**src/rtl/chunk_serial_adder_if.sv**
```systemverilog
// rtl/chunk_serial_adder_if.sv - operand/result handshake bundle for chunk_serial_adder
interface chunk_serial_adder_if #(
    parameter int WIDTH = 64
);
    logic             in_valid;
    logic             in_ready;
    logic [WIDTH-1:0] a;
    logic [WIDTH-1:0] b;
    logic             c_in;
    logic             sub;
    logic             out_valid;
    logic             out_ready;
    logic [WIDTH-1:0] sum;
    logic             c_out;
    logic             ovf;

    modport master (
        output in_valid, a, b, c_in, sub, out_ready,
        input  in_ready, out_valid, sum, c_out, ovf
    );

    modport slave (
        input  in_valid, a, b, c_in, sub, out_ready,
        output in_ready, out_valid, sum, c_out, ovf
    );
endinterface

```
**src/rtl/chunk_serial_adder.sv**
```systemverilog
// rtl/chunk_serial_adder.sv - multi-cycle add/subtract, one CHUNK-bit slice per clock
// Operand registers shift right each BUSY cycle; the result shifts in from the top.
module chunk_serial_adder #(
    parameter int WIDTH = 64,
    parameter int CHUNK = 8
) (
    input  logic                 clk,
    input  logic                 rst,
    chunk_serial_adder_if.slave  bus
);
    localparam int NSLICE = WIDTH / CHUNK;
    localparam int CW     = (NSLICE > 1) ? $clog2(NSLICE) : 1;

    typedef enum logic [1:0] {IDLE = 2'd0, BUSY = 2'd1, DONE = 2'd2} state_t;

    state_t           r_state;
    state_t           w_state_next;
    logic [CW-1:0]    r_cnt;
    logic             r_carry;
    logic [WIDTH-1:0] r_a;
    logic [WIDTH-1:0] r_b;
    logic [WIDTH-1:0] r_sum;
    logic             r_cout;
    logic             r_ovf;

    logic             w_last;
    logic [CHUNK:0]   w_slice;
    logic             w_msb_cin;
    logic [WIDTH-1:0] w_sum_next;

    assign w_last  = (r_cnt == CW'(NSLICE - 1));
    assign w_slice = {1'b0, r_a[CHUNK-1:0]} + {1'b0, r_b[CHUNK-1:0]} + {{CHUNK{1'b0}}, r_carry};
    // Carry into the slice MSB, recovered from the MSB sum bit.
    assign w_msb_cin = r_a[CHUNK-1] ^ r_b[CHUNK-1] ^ w_slice[CHUNK-1];

    generate
        if (CHUNK == WIDTH) begin : g_single
            assign w_sum_next = w_slice[CHUNK-1:0];
        end else begin : g_multi
            assign w_sum_next = {w_slice[CHUNK-1:0], r_sum[WIDTH-1:CHUNK]};
        end
    endgenerate

    always_ff @(posedge clk or posedge rst) begin
        if (rst) begin
            r_state <= IDLE;
        end else begin
            r_state <= w_state_next;
        end
    end

    always_comb begin
        w_state_next = r_state;
        case (r_state)
            IDLE:    if (bus.in_valid)  w_state_next = BUSY;
            BUSY:    if (w_last)        w_state_next = DONE;
            DONE:    if (bus.out_ready) w_state_next = IDLE;
            default:                    w_state_next = IDLE;
        endcase
    end

    always_comb begin
        bus.in_ready  = (r_state == IDLE);
        bus.out_valid = (r_state == DONE);
    end

    always_ff @(posedge clk or posedge rst) begin
        if (rst) begin
            r_a     <= '0;
            r_b     <= '0;
            r_carry <= 1'b0;
            r_cnt   <= '0;
            r_sum   <= '0;
            r_cout  <= 1'b0;
            r_ovf   <= 1'b0;
        end else begin
            case (r_state)
                IDLE: begin
                    if (bus.in_valid) begin
                        r_a     <= bus.a;
                        r_b     <= bus.b ^ {WIDTH{bus.sub}};
                        r_carry <= bus.sub | bus.c_in;
                        r_cnt   <= '0;
                    end
                end
                BUSY: begin
                    r_a     <= r_a >> CHUNK;
                    r_b     <= r_b >> CHUNK;
                    r_sum   <= w_sum_next;
                    r_carry <= w_slice[CHUNK];
                    r_cnt   <= r_cnt + 1'b1;
                    if (w_last) begin
                        r_cout <= w_slice[CHUNK];
                        r_ovf  <= w_msb_cin ^ w_slice[CHUNK];
                    end
                end
                default: ;
            endcase
        end
    end

    assign bus.sum   = r_sum;
    assign bus.c_out = r_cout;
    assign bus.ovf   = r_ovf;
endmodule

```
**src/flat_wrapper.sv**
```systemverilog
// flat-port wrapper written by rule: the top's interface ports become plain ports
module chunk_serial_adder_flat 
#(
    parameter int WIDTH = 64,
    parameter int CHUNK = 8
)
  (clk, rst, bus_in_valid, bus_a, bus_b, bus_c_in, bus_sub, bus_out_ready, bus_in_ready, bus_out_valid, bus_sum, bus_c_out, bus_ovf);
  chunk_serial_adder_if #(.WIDTH(WIDTH)) bus_i ();
  input  logic clk;
  input  logic rst;
  input wire logic [$bits(bus_i.in_valid)-1:0] bus_in_valid;
  input wire logic [$bits(bus_i.a)-1:0] bus_a;
  input wire logic [$bits(bus_i.b)-1:0] bus_b;
  input wire logic [$bits(bus_i.c_in)-1:0] bus_c_in;
  input wire logic [$bits(bus_i.sub)-1:0] bus_sub;
  input wire logic [$bits(bus_i.out_ready)-1:0] bus_out_ready;
  output wire logic [$bits(bus_i.in_ready)-1:0] bus_in_ready;
  output wire logic [$bits(bus_i.out_valid)-1:0] bus_out_valid;
  output wire logic [$bits(bus_i.sum)-1:0] bus_sum;
  output wire logic [$bits(bus_i.c_out)-1:0] bus_c_out;
  output wire logic [$bits(bus_i.ovf)-1:0] bus_ovf;
  assign bus_i.in_valid = bus_in_valid;
  assign bus_i.a = bus_a;
  assign bus_i.b = bus_b;
  assign bus_i.c_in = bus_c_in;
  assign bus_i.sub = bus_sub;
  assign bus_i.out_ready = bus_out_ready;
  assign bus_in_ready = bus_i.in_ready;
  assign bus_out_valid = bus_i.out_valid;
  assign bus_sum = bus_i.sum;
  assign bus_c_out = bus_i.c_out;
  assign bus_ovf = bus_i.ovf;
  chunk_serial_adder #(.WIDTH(WIDTH), .CHUNK(CHUNK)) u_core (.clk(clk), .rst(rst), .bus(bus_i));
endmodule
```
**config.mk**
```make
export PLATFORM = sky130hd
export DESIGN_NAME = chunk_serial_adder_flat
export DESIGN_NICKNAME = d
export VERILOG_FILES = /design/src/rtl/chunk_serial_adder_if.sv /design/src/rtl/chunk_serial_adder.sv /design/src/flat_wrapper.sv
export SDC_FILE = /design/constraint.sdc
export NUM_CORES = 1
export LEC_CHECK = 0
export ABC_AREA = 1
export BUFFER_PORTS_ARGS = -buffer_cell sky130_fd_sc_hd__buf_2
export CAP_MARGIN = 20
export CORE_MARGIN = 4
export CORE_UTILIZATION = 59
export DETAILED_ROUTE_END_ITERATION = 10
export PLACE_DENSITY = 0.95
export SETUP_SLACK_MARGIN = 0.15
export SLEW_MARGIN = 10
export SYNTH_ARGS = -nofsm -noshare
export SYNTH_HDL_FRONTEND = slang
export SYNTH_SLANG_ARGS = --single-unit
```
**constraint.sdc**
```tcl
create_clock -name clk -period 17.7 [get_ports clk]
set_clock_uncertainty 0.2 [all_clocks]
set_input_delay 2.655 -clock clk [delete_from_list [all_inputs] [get_ports clk]]
set_output_delay 2.655 -clock clk [all_outputs]
set_load 0.05 [all_outputs]
```
Word-level counts from Yosys, hierarchy flattened
Index checks and enable logic that the tools add are counted.

Add/sub/neg operators: 3. $mul: 0. Reduce and logical (&&, ||, !) cells: 5. Divide/modulo/power cells: 0. Mux-type cells: 12. Bitwise operators: 5. Shifts and indexed selects: 0. Equal/unequal tests: 6. Order comparisons: 0.

Operator list (number): 64-bit case mux with 2 select lines (2); 64-bit 2-to-1 mux (2); 64-bit bitwise XOR (1); 8-bit by 8-bit adder with 9-bit output (1); 9-bit by 1-bit adder with 9-bit output (1); 2-bit 2-to-1 mux (3); 2-bit case mux with 3 select lines (1); 3-bit case mux with 2 select lines (1); 2-bit inequality test, second input constant (2); 2-bit AND reduction (2); 3-bit by 1-bit adder with 3-bit output, second input constant (1); 3-bit == test, second input constant (1); 3-bit 2-to-1 mux (1); 3-bit AND reduction (1); 1-bit bitwise XOR (3); 2-bit by 1-bit == test with 1-bit output, second input constant (1); 2-bit == test, second input constant (1); 2-bit logical NOT (1); 2-bit by 1-bit inequality test with 1-bit output, second input constant (1); 1-bit case mux with 2 select lines (1); 2-bit nonzero test (1); 1-bit 2-to-1 mux (1); 1-bit OR (1).

Memories kept: 0. Bits in read-only memories: 0. Memory bits (writable): 0. Word-level logic and storage cells: 39. Register bits: 200. Latch bits: 0. Output and inout bits: 68. Bits of input ports: 134.

Longest topological paths before layout
Gate-level depths: netlist of run 1.

Depth after elaboration: 4. Gate-level depth with buffers: 10. Gate-level depth less buffers: 10.

Worst setup path after synthesis of run 1
Ideal clock, no wire load.

Path kind: register to output. From: reg u_core.r_state[0]. To: out bus_in_ready. Data required time: 14.845 ns. Path buffers: 0. Setup slack: 13.760 ns. Data arrival time: 1.085 ns. Cell stages (with the launch flop): 2. Cell sequence: dfrtp_1 > nor2_1.

Cells in the longest elaborated chain, start to end: 1.

RTL lines: from (decl) (line chunk_serial_adder.sv:16) `state_t r_state;`; from (signal assigned) (line chunk_serial_adder.sv:48) `r_state <= w_state_next;`; 2-bit logical NOT (line chunk_serial_adder.sv:63) `bus.in_ready = (r_state == IDLE);`; to (decl) (line flat_wrapper.sv:17) `output wire logic [$bits(bus_i.in_ready)-1:0] bus_in_ready;`.

No other way between the ends.

Worst setup path after layout of run 1
From: in bus_in_valid. To: reg u_core.r_b[47].

Cells in the longest elaborated chain, start to end: 2.

RTL lines: from (decl) (line flat_wrapper.sv:11) `input wire logic [$bits(bus_i.in_valid)-1:0] bus_in_valid;`; 2-bit inequality test (no source line); 2-bit AND reduction (no source line); to (signal assigned) (line chunk_serial_adder.sv:81) `r_b <= bus.b ^ {WIDTH{bus.sub}};`; to (signal assigned) (line chunk_serial_adder.sv:88) `r_b <= r_b >> CHUNK;`; to (decl) (line chunk_serial_adder.sv:21) `logic [WIDTH-1:0] r_b;`.

No other way between the ends. A chain may end at the register's enable or synchronous reset.

==> out/qor.txt, run 1 <==
Post-synth EDFFs = 0
Number of DRC violations after detailed-routing iteration 0 = 522
Top post-synthesis cells by area = sky130_fd_sc_hd__dfrtp_1 54%, sky130_fd_sc_hd__nand2_1 17%, sky130_fd_sc_hd__xnor2_1 6.2%, sky130_fd_sc_hd__o211ai_2 3.9%, sky130_fd_sc_hd__o211ai_1 3.3%
Antenna violations before repair = 1
Net Count, Synth = 1131
Routability Congestion = 0.840
Post-synth top flop = sky130_fd_sc_hd__dfrtp_1
Async S/R FF share, synth = 1.00
Total half-perimeter wirelength after legalization and detailed placement = 14.9 mm
Critical R2R Capture = u_core.r_b[59]
Number of cells on the worst reg-to-reg path = 8
Total power density per cell area = 195 nW/um2
1st-pass router iterations = 5
Number of post-CTS setup repair buffers = 0
Total Routed Length = 22.5 mm
Clock sinks = 200
Via count normalized by instance count = 5.50
Net total in the final layout = 1297
Area of the die = 17700 um2
Average cell area after synthesis = 9.33 um2
Netlist area before placement = 9200 um2
CP max FO = 64
R2R Setup Slk = 14480 ps
WP data arrival = 5030 ps
Share of the synthesized area in the top cell type = 0.544
Sequential share of the synthesized area = 0.544
Final number of setup-violating endpoints = 0
VDD IR max = 124 uV
Floorplan die width = 133 um
Critical path type = in2reg
Final Slew Violations = 0
Slew @ Worst Pin = 1120 ps
Maximum number of pins on one net before global-route repair = 129
Number of antenna cells inserted = 0
Count of buffers from port buffering = 201
Post-DRT Antenna Nets = 0
TritonCTS clock tree = built
Req. time, crit path = 17850 ps
Die Y = 133 um
Hold WS = 280 ps
FF+latch count, synth = 200
Synth area leader = sky130_fd_sc_hd__dfrtp_1
Synth-to-Final Area Change = 17.8%
Worst hold path stage count = 2
Fill cell total of the finished layout = 1081
Wire length of the first global-routing pass = 37.0 mm
Placeable core region = 15300 um2
CP endpoint kind = flip-flop
Standard-cell rows = 45
Later-pin clock latency in the skew report = 430 ps
Initial cell density of the core = 0.603
Overall fraction of global-route tracks in use = 0.260
Final routed DRC violation total = 0
Overall power after layout = 2.11 mW
Final critical-path share of the clock period = 0.276
Wire per inst = 16.4 um
Endpoint of the worst hold path = u_core.bus.sum[0]
Clock Tree Buf Depth = 2
Most common cell after layout, fill and taps aside = sky130_fd_sc_hd__nand2_1
Worst Hold Launch = u_core.bus.sum[0]
Worst Hold Class = reg2reg
Number of cells produced by synthesis = 986
Final critical delay including setup and external delays = 4880 ps
Number of buffers inserted by hold repair at cts = 0
Number of global-route vias before repair = 7603
RR Startpoint = u_core.r_state[1]
Total Neg Setup Slack = 0 ps
Final Hold Violating Endpoints = 0
Pleak = 5.45 nW
Placement Cell Area = 10200 um2
RSZ-0062 raised after global routing = no
CTS Root Cell = sky130_fd_sc_hd__clkbuf_16
Utilization after layout = 0.711
Number of max-capacitance violations reported = 0
Yosys warning count = 0
Commonest non-fill, non-tap cells in the layout = 405 x sky130_fd_sc_hd__nand2_1, 200 x sky130_fd_sc_hd__buf_2, 200 x sky130_fd_sc_hd__dfrtp_1
Number of H-tree levels = 4
Post-CTS clock slew at the launch and capture registers of the worst setup and hold paths = 70 ps
Worst slew margin = 0.256
Share of cells above drive strength 1 = 0.238
Top-Level Pins = 202
TritonCTS Buffers = 17
Count of cells resized by post-cts repair = 0
Maximum clock rate = 0.205 GHz
Number of library cell types mapped by synthesis = 31
Status = completed
Launching element type of the critical path = primary input
Vias after detailed routing = 7569
Finished Cell Area = 10800 um2
Total gr overflow = 0
-- how the worst max path moves through the flow --
stage	from	endpoint	slack, ps
after global routing	bus_in_valid	u_core.r_b[47]	12700
after detailed placement	bus_in_valid	u_core.r_b[22]	12470
final	bus_in_valid	u_core.r_b[47]	12820
after floorplan	rst	u_core.bus.c_out	9390
after CTS	bus_in_valid	u_core.r_b[47]	12870
after global placement	bus_in_valid	u_core.r_a[4]	12550
-- kinds of logic after synthesis --
family | after synthesis | synth area share
buf+inv | 121 | 0.0614
compound gates | 154 | 0.133
flops | 200 | 0.544
simple gates | 434 | 0.182
xor+xnor | 66 | 0.0628
fa+ha+maj | 11 | 0.0166
-- cell usage after synthesis, types with 2 or more instances --
cell,number
sky130_fd_sc_hd__o22ai_1,6
sky130_fd_sc_hd__nor2_1,9
sky130_fd_sc_hd__o211ai_1,40
sky130_fd_sc_hd__ha_1,9
sky130_fd_sc_hd__buf_1,2
sky130_fd_sc_hd__o211ai_2,29
sky130_fd_sc_hd__buf_6,6
sky130_fd_sc_hd__o21ai_0,16
sky130_fd_sc_hd__a21oi_1,3
sky130_fd_sc_hd__xnor2_1,65
sky130_fd_sc_hd__inv_2,4
sky130_fd_sc_hd__o21ai_1,19
sky130_fd_sc_hd__nand3b_1,4
sky130_fd_sc_hd__inv_1,57
sky130_fd_sc_hd__nand3_1,12
sky130_fd_sc_hd__a22o_1,2
sky130_fd_sc_hd__fa_1,2
sky130_fd_sc_hd__buf_4,6
sky130_fd_sc_hd__nand2_1,405
sky130_fd_sc_hd__a22oi_1,20
sky130_fd_sc_hd__buf_2,32
sky130_fd_sc_hd__o221ai_1,18
sky130_fd_sc_hd__dfrtp_1,200
sky130_fd_sc_hd__clkbuf_1,13
-- routing by layer --
metal,global-route usage,up-vias,routed length [um]
met4,0.106,2,710
met3,0.0601,56,1770
li1,-,3525,-
met2,0.431,352,11100
met5,0,-,8
met1,0.332,3634,8880
-- metrics by stage --
stage,std cells,setup WS [ps]
finish,1376,12820
global route,1376,12700
CTS,1376,12870
detailed placement,1344,12470
global placement,1344,12550
floorplan,986,9390
-- worst max-delay path, cell delays in order --
cell and delay, ps:
sky130_fd_sc_hd__buf_2 100, sky130_fd_sc_hd__nand2_1 160, sky130_fd_sc_hd__nand2_2 520, sky130_fd_sc_hd__inv_2 610, sky130_fd_sc_hd__buf_4 600, sky130_fd_sc_hd__nand2_1 210, sky130_fd_sc_hd__o211ai_2 120
-- registers in the layout, summed over array words and instances (netlist names) --
signal / cells
u_core.r_a: 64
u_core.bus.c_out: 1
u_core.bus.ovf: 1
u_core.r_b: 64
u_core.r_cnt: 3
u_core.r_carry: 1
u_core.bus.sum: 64
u_core.r_state: 2
-- report_power, final --
| group | switching (mW) | internal [mW] | total [mW] |
|---|---|---|---|
| clock network | 0.179 | 0.245 | 0.424 |
| registers | 0.122 | 0.648 | 0.770 |
| logic | 0.654 | 0.262 | 0.916 |
-- cell type report --
cell class                      count  area, um2  share of cell area
Multi-Input combinational cell    665       3630               0.335
Inverter                           61        239              0.0220
Clock inverter                     14        208              0.0192
Sequential cell                   200       5000               0.462
Tap cell                          211        264              0.0244
Timing Repair Buffer              207       1050              0.0972
Clock buffer                       18        439              0.0405
No activity file was read; power rests on OpenSTA's default activity.
==> inputs of run 2 (changes only) <==
CORE_UTILIZATION = 49   (was 59)
PLACE_DENSITY = 0.86   (was 0.95)
clock period = 4.1 ns   (was 17.7 ns; I/O delays follow)
==> run 2 against run 1 <==
  * Largest cell class unchanged
  * Sequential share of layout area is 0.10 points higher
  * Cell count rose by 1.3%
  * Flip-flop and latch count unchanged
==> out/qor.txt, run 2 (synthesis gave the netlist of run 1 again) <==
Critical R2R Capture = u_core.r_b[52]
Status = completed
Top-Level Pins = 202 (unchanged)
GR peak layer = met2
Wire length of the first global-routing pass = 35.2 mm (-4.9%)
Placeable core region = 18200 um2 (+19%)
Later-pin clock latency in the skew report = 430 ps (about the same)
Finished Cell Area = 10800 um2 (-0.22%)
Fill cell total of the finished layout = 1483 (+37%)
Cells along the critical path = inv_2 -> nand2_4 -> inv_4 -> nor2_4 -> inv_2 -> buf_4 -> o221ai_1
Slowest cell delay on critical path = 660 ps (+50 ps)
Number of cells on the worst reg-to-reg path = 7 (-1)
Initial cell density of the core = 0.505 (-0.0977)
Total Neg Setup Slack = 0 ps (unchanged)
Final number of setup-violating endpoints = 0 (unchanged)
RR Startpoint = u_core.r_state[1]
Synth-to-Final Area Change = 17.5%
Routability Congestion = 0.894 (+6.4%)
Req. time, crit path = 4150 ps (-13700 ps)
Antenna violations before repair = 1 (unchanged)
Post-Layout Cell Count = 1394 (+1.3%)
Number of DRC violations after detailed-routing iteration 0 = 470 (-10%)
CP endpoint kind = flip-flop
Number of post-CTS setup repair buffers = 0 (unchanged)
Cell with the biggest individual delay on the critical path = sky130_fd_sc_hd__inv_4
R2R Setup Slk = 1220 ps (-13260 ps)
Share of cells above drive strength 1 = 0.237 (-0.000858)
Utilization after layout = 0.594 (-0.116)
TritonCTS clock tree = built
Final critical-path share of the clock period = 0.703
Number of H-tree levels = 4 (unchanged)
WP data arrival = 2930 ps (-2100 ps)
Area of the die = 21000 um2 (+19%)
TritonCTS Buffers = 17 (unchanged)
CTS Root Cell = sky130_fd_sc_hd__clkbuf_16
Worst slew margin = 0.245 (-0.0110)
Placement Cell Area = 10200 um2 (+0.50%)
Final critical delay including setup and external delays = 2880 ps
Worst hold path stage count = 2 (unchanged)
RSZ-0062 raised after global routing = no
1st-pass router iterations = 5 (unchanged)
Pleak = 5.43 nW (-0.44%)
CP max FO = 72 (+13%)
Number of antenna cells inserted = 0 (unchanged)
Post-DRT Antenna Nets = 0 (unchanged)
Launching element type of the critical path = flip-flop
Commonest non-fill, non-tap cells in the layout = 405 x sky130_fd_sc_hd__nand2_1, 200 x sky130_fd_sc_hd__buf_2, 200 x sky130_fd_sc_hd__dfrtp_1
Hold WS = 188 ps (-92.4 ps)
Worst Hold Class = in2reg
Met1 track demand over resource = 0.284 (-0.0483)
Floorplan die width = 145 um (+9.1%)
Number of cells after detailed placement = 1363 (+1.4%)
Worst slack, placed = 1280 ps (-11190 ps)
Worst Hold Launch = bus_out_ready
Overall power after layout = 8.87 mW (+320%)
Endpoint of the worst hold path = u_core.r_state[1]
Maximum number of pins on one net before global-route repair = 201 (+56%)
Slew @ Worst Pin = 1130 ps (+16.5 ps)
Final Hold Violating Endpoints = 0 (unchanged)
Total power density per cell area = 820 nW/um2 (+320%)
Wire per inst = 15.7 um (-4.0%)
Final routed DRC violation total = 0 (unchanged)
Die Y = 145 um (+9.1%)
Most common cell after layout, fill and taps aside = sky130_fd_sc_hd__nand2_1
Count of cells resized by post-cts repair = 0 (unchanged)
Total Routed Length = 21.9 mm (-2.8%)
Vias after detailed routing = 7347 (-2.9%)
Number of max-capacitance violations reported = 0 (unchanged)
Post-CTS clock slew at the launch and capture registers of the worst setup and hold paths = 70 ps (about the same)
VDD IR max = 367 uV (+200%)
Cell class contributing the biggest share of worst-path delay = buffers and inverters
Via count normalized by instance count = 5.27 (-4.2%)
Minimum setup slack in the final design = 1220 ps (-11600 ps)
Total half-perimeter wirelength after legalization and detailed placement = 14.6 mm (-2.0%)
Standard-cell rows = 49 (+8.9%)
Critical path's most frequent cell = sky130_fd_sc_hd__inv_2
Maximum clock rate = 0.347 GHz
M2 GR Usage = 0.334 (-0.0979)
Clock Tree Buf Depth = 2 (unchanged)
Number of global-route vias before repair = 6943 (-8.7%)
Critical path type = reg2reg
Global Route met3 Usage = 0.0405 (-0.0195)
Net total in the final layout = 1298 (+0.077%)
Total gr overflow = 0 (unchanged)
Count of buffers from port buffering = 201 (unchanged)
Overall fraction of global-route tracks in use = 0.205 (-0.0549)
Clock sinks = 200 (unchanged)
Number of buffers inserted by hold repair at cts = 0 (unchanged)
Buffer and inverter count on the worst path = 4 (+1)
Final Slew Violations = 0 (unchanged)
==> run 2: cell types whose count changed in the layout (fill, tap and decap cells not counted), sizes merged <==
cell / delta
inv: -2
clkinv: +2
buf: +1
clkbuf: +2
bufinv: -3
==> run 2: layout make-up <==
| cell class | instances | area (um2) | area share |
|---|---|---|---|
| sequential | 200 | 5000 | 0.463 |
| timing repair buffer | 208 | 1090 | 0.100 |
| multi-input combinational | 665 | 3630 | 0.336 |
| clock buffer | 20 | 457 | 0.0422 |
| tap | 229 | 287 | 0.0265 |
| clock inverter | 11 | 115 | 0.0106 |
| inverter | 61 | 235 | 0.0217 |
==> run 2: how the worst max path moves through the flow <==
| stage | startpoint | to | slack [ps] | depth (start not counted) |
|---|---|---|---|---|
| after detailed placement | u_core.r_state[1] | u_core.r_b[55] | 1280 | 7 |
| after CTS | u_core.r_state[1] | u_core.r_b[52] | 1250 | 7 |
| after global routing | u_core.r_state[1] | u_core.r_b[52] | 1010 | 7 |
| final | u_core.r_state[1] | u_core.r_b[52] | 1220 | 7 |
| after floorplan | rst | u_core.bus.c_out | 700 | 1 |
| after global placement | u_core.r_state[1] | u_core.r_b[54] | 1370 | 7 |
==> run 2: report_power, final <==
part / internal, mW / switching [mW]
combinational: 1.14 / 2.78
sequential: 2.79 / 0.521
clock: 0.883 / 0.749
==> run 2: metal layers <==
| layer | up-vias | part of all wire |
|---|---|---|
| met5 | - | 0.00055 |
| met4 | 2 | 0.016 |
| met3 | 28 | 0.076 |
| met2 | 320 | 0.48 |
| met1 | 3474 | 0.42 |
| li1 | 3523 | - |
==> inputs of run 3 (changes only) <==
clock period = 2.54 ns   (was 4.1 ns; I/O delays follow)
==> run 3 against run 2 <==
  * Critical path type unchanged
  * Clock power rose by 73%
  * Critical path depth rose by 3
  * Largest cell class unchanged
  * Flip-flop and latch count did not move
  * Critical endpoint is now u_core.bus.ovf
  * Die area did not move
  * First-iteration DRC count rose by 12%
  * Worst setup slack got worse by 900 ps
==> out/qor.txt, run 3 (synthesis gave the netlist of run 1 again) <==
Final Slew Violations = 0 (unchanged)
Net total in the final layout = 1373 (+5.8%)
Number of cells on the worst reg-to-reg path = 10 (+3)
Most common cell after layout, fill and taps aside = sky130_fd_sc_hd__nand2_1
Req. time, crit path = 2660 ps (-1490 ps)
CP endpoint kind = flip-flop
Wire per inst = 17.2 um (+9.7%)
Final Hold Violating Endpoints = 0 (unchanged)
Total half-perimeter wirelength after legalization and detailed placement = 15.2 mm (+4.4%)
Slew @ Worst Pin = 1110 ps (-25.9 ps)
Worst hold path stage count = 3 (+1)
Count of buffers from port buffering = 201 (unchanged)
Fraction of power spent switching nets = 0.459 (+0.00176)
WP data arrival = 2350 ps (-580 ps)
Portion of total power attributed to the clock network = 0.191 (+0.007)
Synth-to-Final Area Change = 26.9%
Endpoint of the worst hold path = u_core.r_b[51]
Antenna violations before repair = 4 (+3)
Via count normalized by instance count = 5.41 (+2.6%)
Share of cells above drive strength 1 = 0.231 (-0.00564)
Total gr overflow = 0 (unchanged)
Die Y = 145 um (unchanged)
Later-pin clock latency in the skew report = 440 ps (about the same)
Final routed DRC violation total = 0 (unchanged)
Status = completed
Total power density per cell area = 1270 nW/um2 (+55%)
Overall power after layout = 14.8 mW (+67%)
Placeable core region = 18200 um2 (unchanged)
Worst Hold Class = in2reg
CTS Root Cell = sky130_fd_sc_hd__clkbuf_16
Clock sinks = 200 (unchanged)
Number of post-CTS setup repair buffers = 0 (unchanged)
Final critical-path share of the clock period = 0.875 (+0.172)
Post-CTS clock slew at the launch and capture registers of the worst setup and hold paths = 80 ps (about the same)
Power share of the combinational group = 0.448 (+0.006)
RSZ-0062 raised after global routing = no
Critical path type = reg2reg
R2R Setup Slk = 320 ps (-900 ps)
Initial cell density of the core = 0.505 (unchanged)
Number of max-capacitance violations reported = 0 (unchanged)
Net switching component of the power = 6.79 mW (+68%)
Final critical delay including setup and external delays = 2220 ps (-659 ps)
Maximum number of pins on one net before global-route repair = 111 (-45%)
Launching element type of the critical path = flip-flop
RR Startpoint = u_core.r_b[0]
Worst slew margin = 0.262 (+0.0173)
Standard-cell rows = 49 (unchanged)
Pleak = 5.79 nW (+6.6%)
TritonCTS clock tree = built
Vias after detailed routing = 7974 (+8.5%)
Number of H-tree levels = 4 (unchanged)
CP max FO = 3 (-96%)
TritonCTS Buffers = 17 (unchanged)
Clock Tree Buf Depth = 2 (unchanged)
Wire length of the first global-routing pass = 40.8 mm (+16%)
Number of DRC violations after detailed-routing iteration 0 = 527 (+12%)
Overall fraction of global-route tracks in use = 0.239 (+0.0341)
VDD IR max = 861 uV (+130%)
Number of global-route vias before repair = 8013 (+15%)
Routability Congestion = 0.827 (-7.5%)
Post-DRT Antenna Nets = 0 (unchanged)
Worst Hold Launch = bus_b[51]
Top-Level Pins = 202 (unchanged)
Commonest non-fill, non-tap cells in the layout = 405 x sky130_fd_sc_hd__nand2_1, 200 x sky130_fd_sc_hd__buf_2, 200 x sky130_fd_sc_hd__dfrtp_1
Final number of setup-violating endpoints = 0 (unchanged)
Maximum clock rate = 0.450 GHz (+30%)
Floorplan die width = 145 um (unchanged)
Area of the die = 21000 um2 (unchanged)
Critical R2R Capture = u_core.bus.ovf
Total Routed Length = 25.4 mm (+16%)
Internal power contribution = 8.02 mW (+66%)
1st-pass router iterations = 5 (unchanged)
Share of total power in sequential cells = 0.361 (-0.013)
Hold WS = 20.3 ps (-168 ps)
==> run 3: per-layer routing <==
layer / global-route usage / routed length (um) / vias to the layer above
met5: 0 / 10 / -
met4: 0.112 / 1060 / 2
met3: 0.0549 / 1840 / 86
met2: 0.401 / 12700 / 386
met1: 0.296 / 9830 / 3805
li1: - / - / 3695
==> run 3: area by class of cell <==
type / count / area [um2]
Antenna cell: 4 / 10.0
Clock buffer: 17 / 425
Clock inverter: 15 / 186
Fill cell: 1381 / 6530
Inverter: 61 / 235
Multi-Input combinational cell: 665 / 3640
Sequential cell: 200 / 5000
Tap cell: 229 / 287
Timing Repair Buffer: 283 / 1890
==> run 3: worst max path at each step <==
stage | from | to | slack (ps) | cells after the start
finish | u_core.r_b[0] | u_core.bus.ovf | 320 | 10
global route | u_core.r_b[0] | u_core.bus.ovf | 170 | 10
CTS | u_core.r_b[0] | u_core.bus.ovf | 260 | 10
detailed placement | u_core.r_b[0] | u_core.bus.ovf | 270 | 10
global placement | u_core.r_b[0] | u_core.bus.ovf | 300 | 10
floorplan | rst | u_core.bus.c_out | -630 | 1
==> run 3: power by group through the flow <==
stage	clock network [mW]	logic (mW)	registers (mW)
2_1_floorplan	0	3.53	6.69
3_3_place_gp	0	6.30	5.31
3_5_place_dp	0	6.50	5.37
4_1_cts	2.84	6.61	5.32
5_1_grt	3.00	7.22	5.49
6_report	2.82	6.64	5.35
==> run 3: repair_timing <==
action                                  CTS  global route
hold buffers                             67             0
endpoints found under the setup margin    0             1
gates resized for setup                   0             1
endpoints found under the hold margin   156             0
==> run 3: per-stage QoR <==
step | setup slack [ps] | instances | area, um2 | TNS [ps] | utilization
final | 318 | 1474 | 11700 | 0 | 0.641
after global routing | 168 | 1473 | 11700 | 0 | 0.641
after CTS | 255 | 1470 | 11700 | 0 | 0.641
after detailed placement | 265 | 1371 | 10400 | 0 | 0.570
after global placement | 301 | 1371 | 10400 | 0 | 0.570
after floorplan | -629 | 986 | 9210 | -125870 | -
==> run 3: critical path: stages (launching register included) <==
cell                      delay (ps)
sky130_fd_sc_hd__dfrtp_1         420
sky130_fd_sc_hd__fa_2            420
sky130_fd_sc_hd__fa_1            440
sky130_fd_sc_hd__nand2_1         100
sky130_fd_sc_hd__nand2_1          90
sky130_fd_sc_hd__nand2_1         110
sky130_fd_sc_hd__nor2_1           50
sky130_fd_sc_hd__nor2_1          120
sky130_fd_sc_hd__nand2_1          70
sky130_fd_sc_hd__nand3_1          60
sky130_fd_sc_hd__nand2_1          50
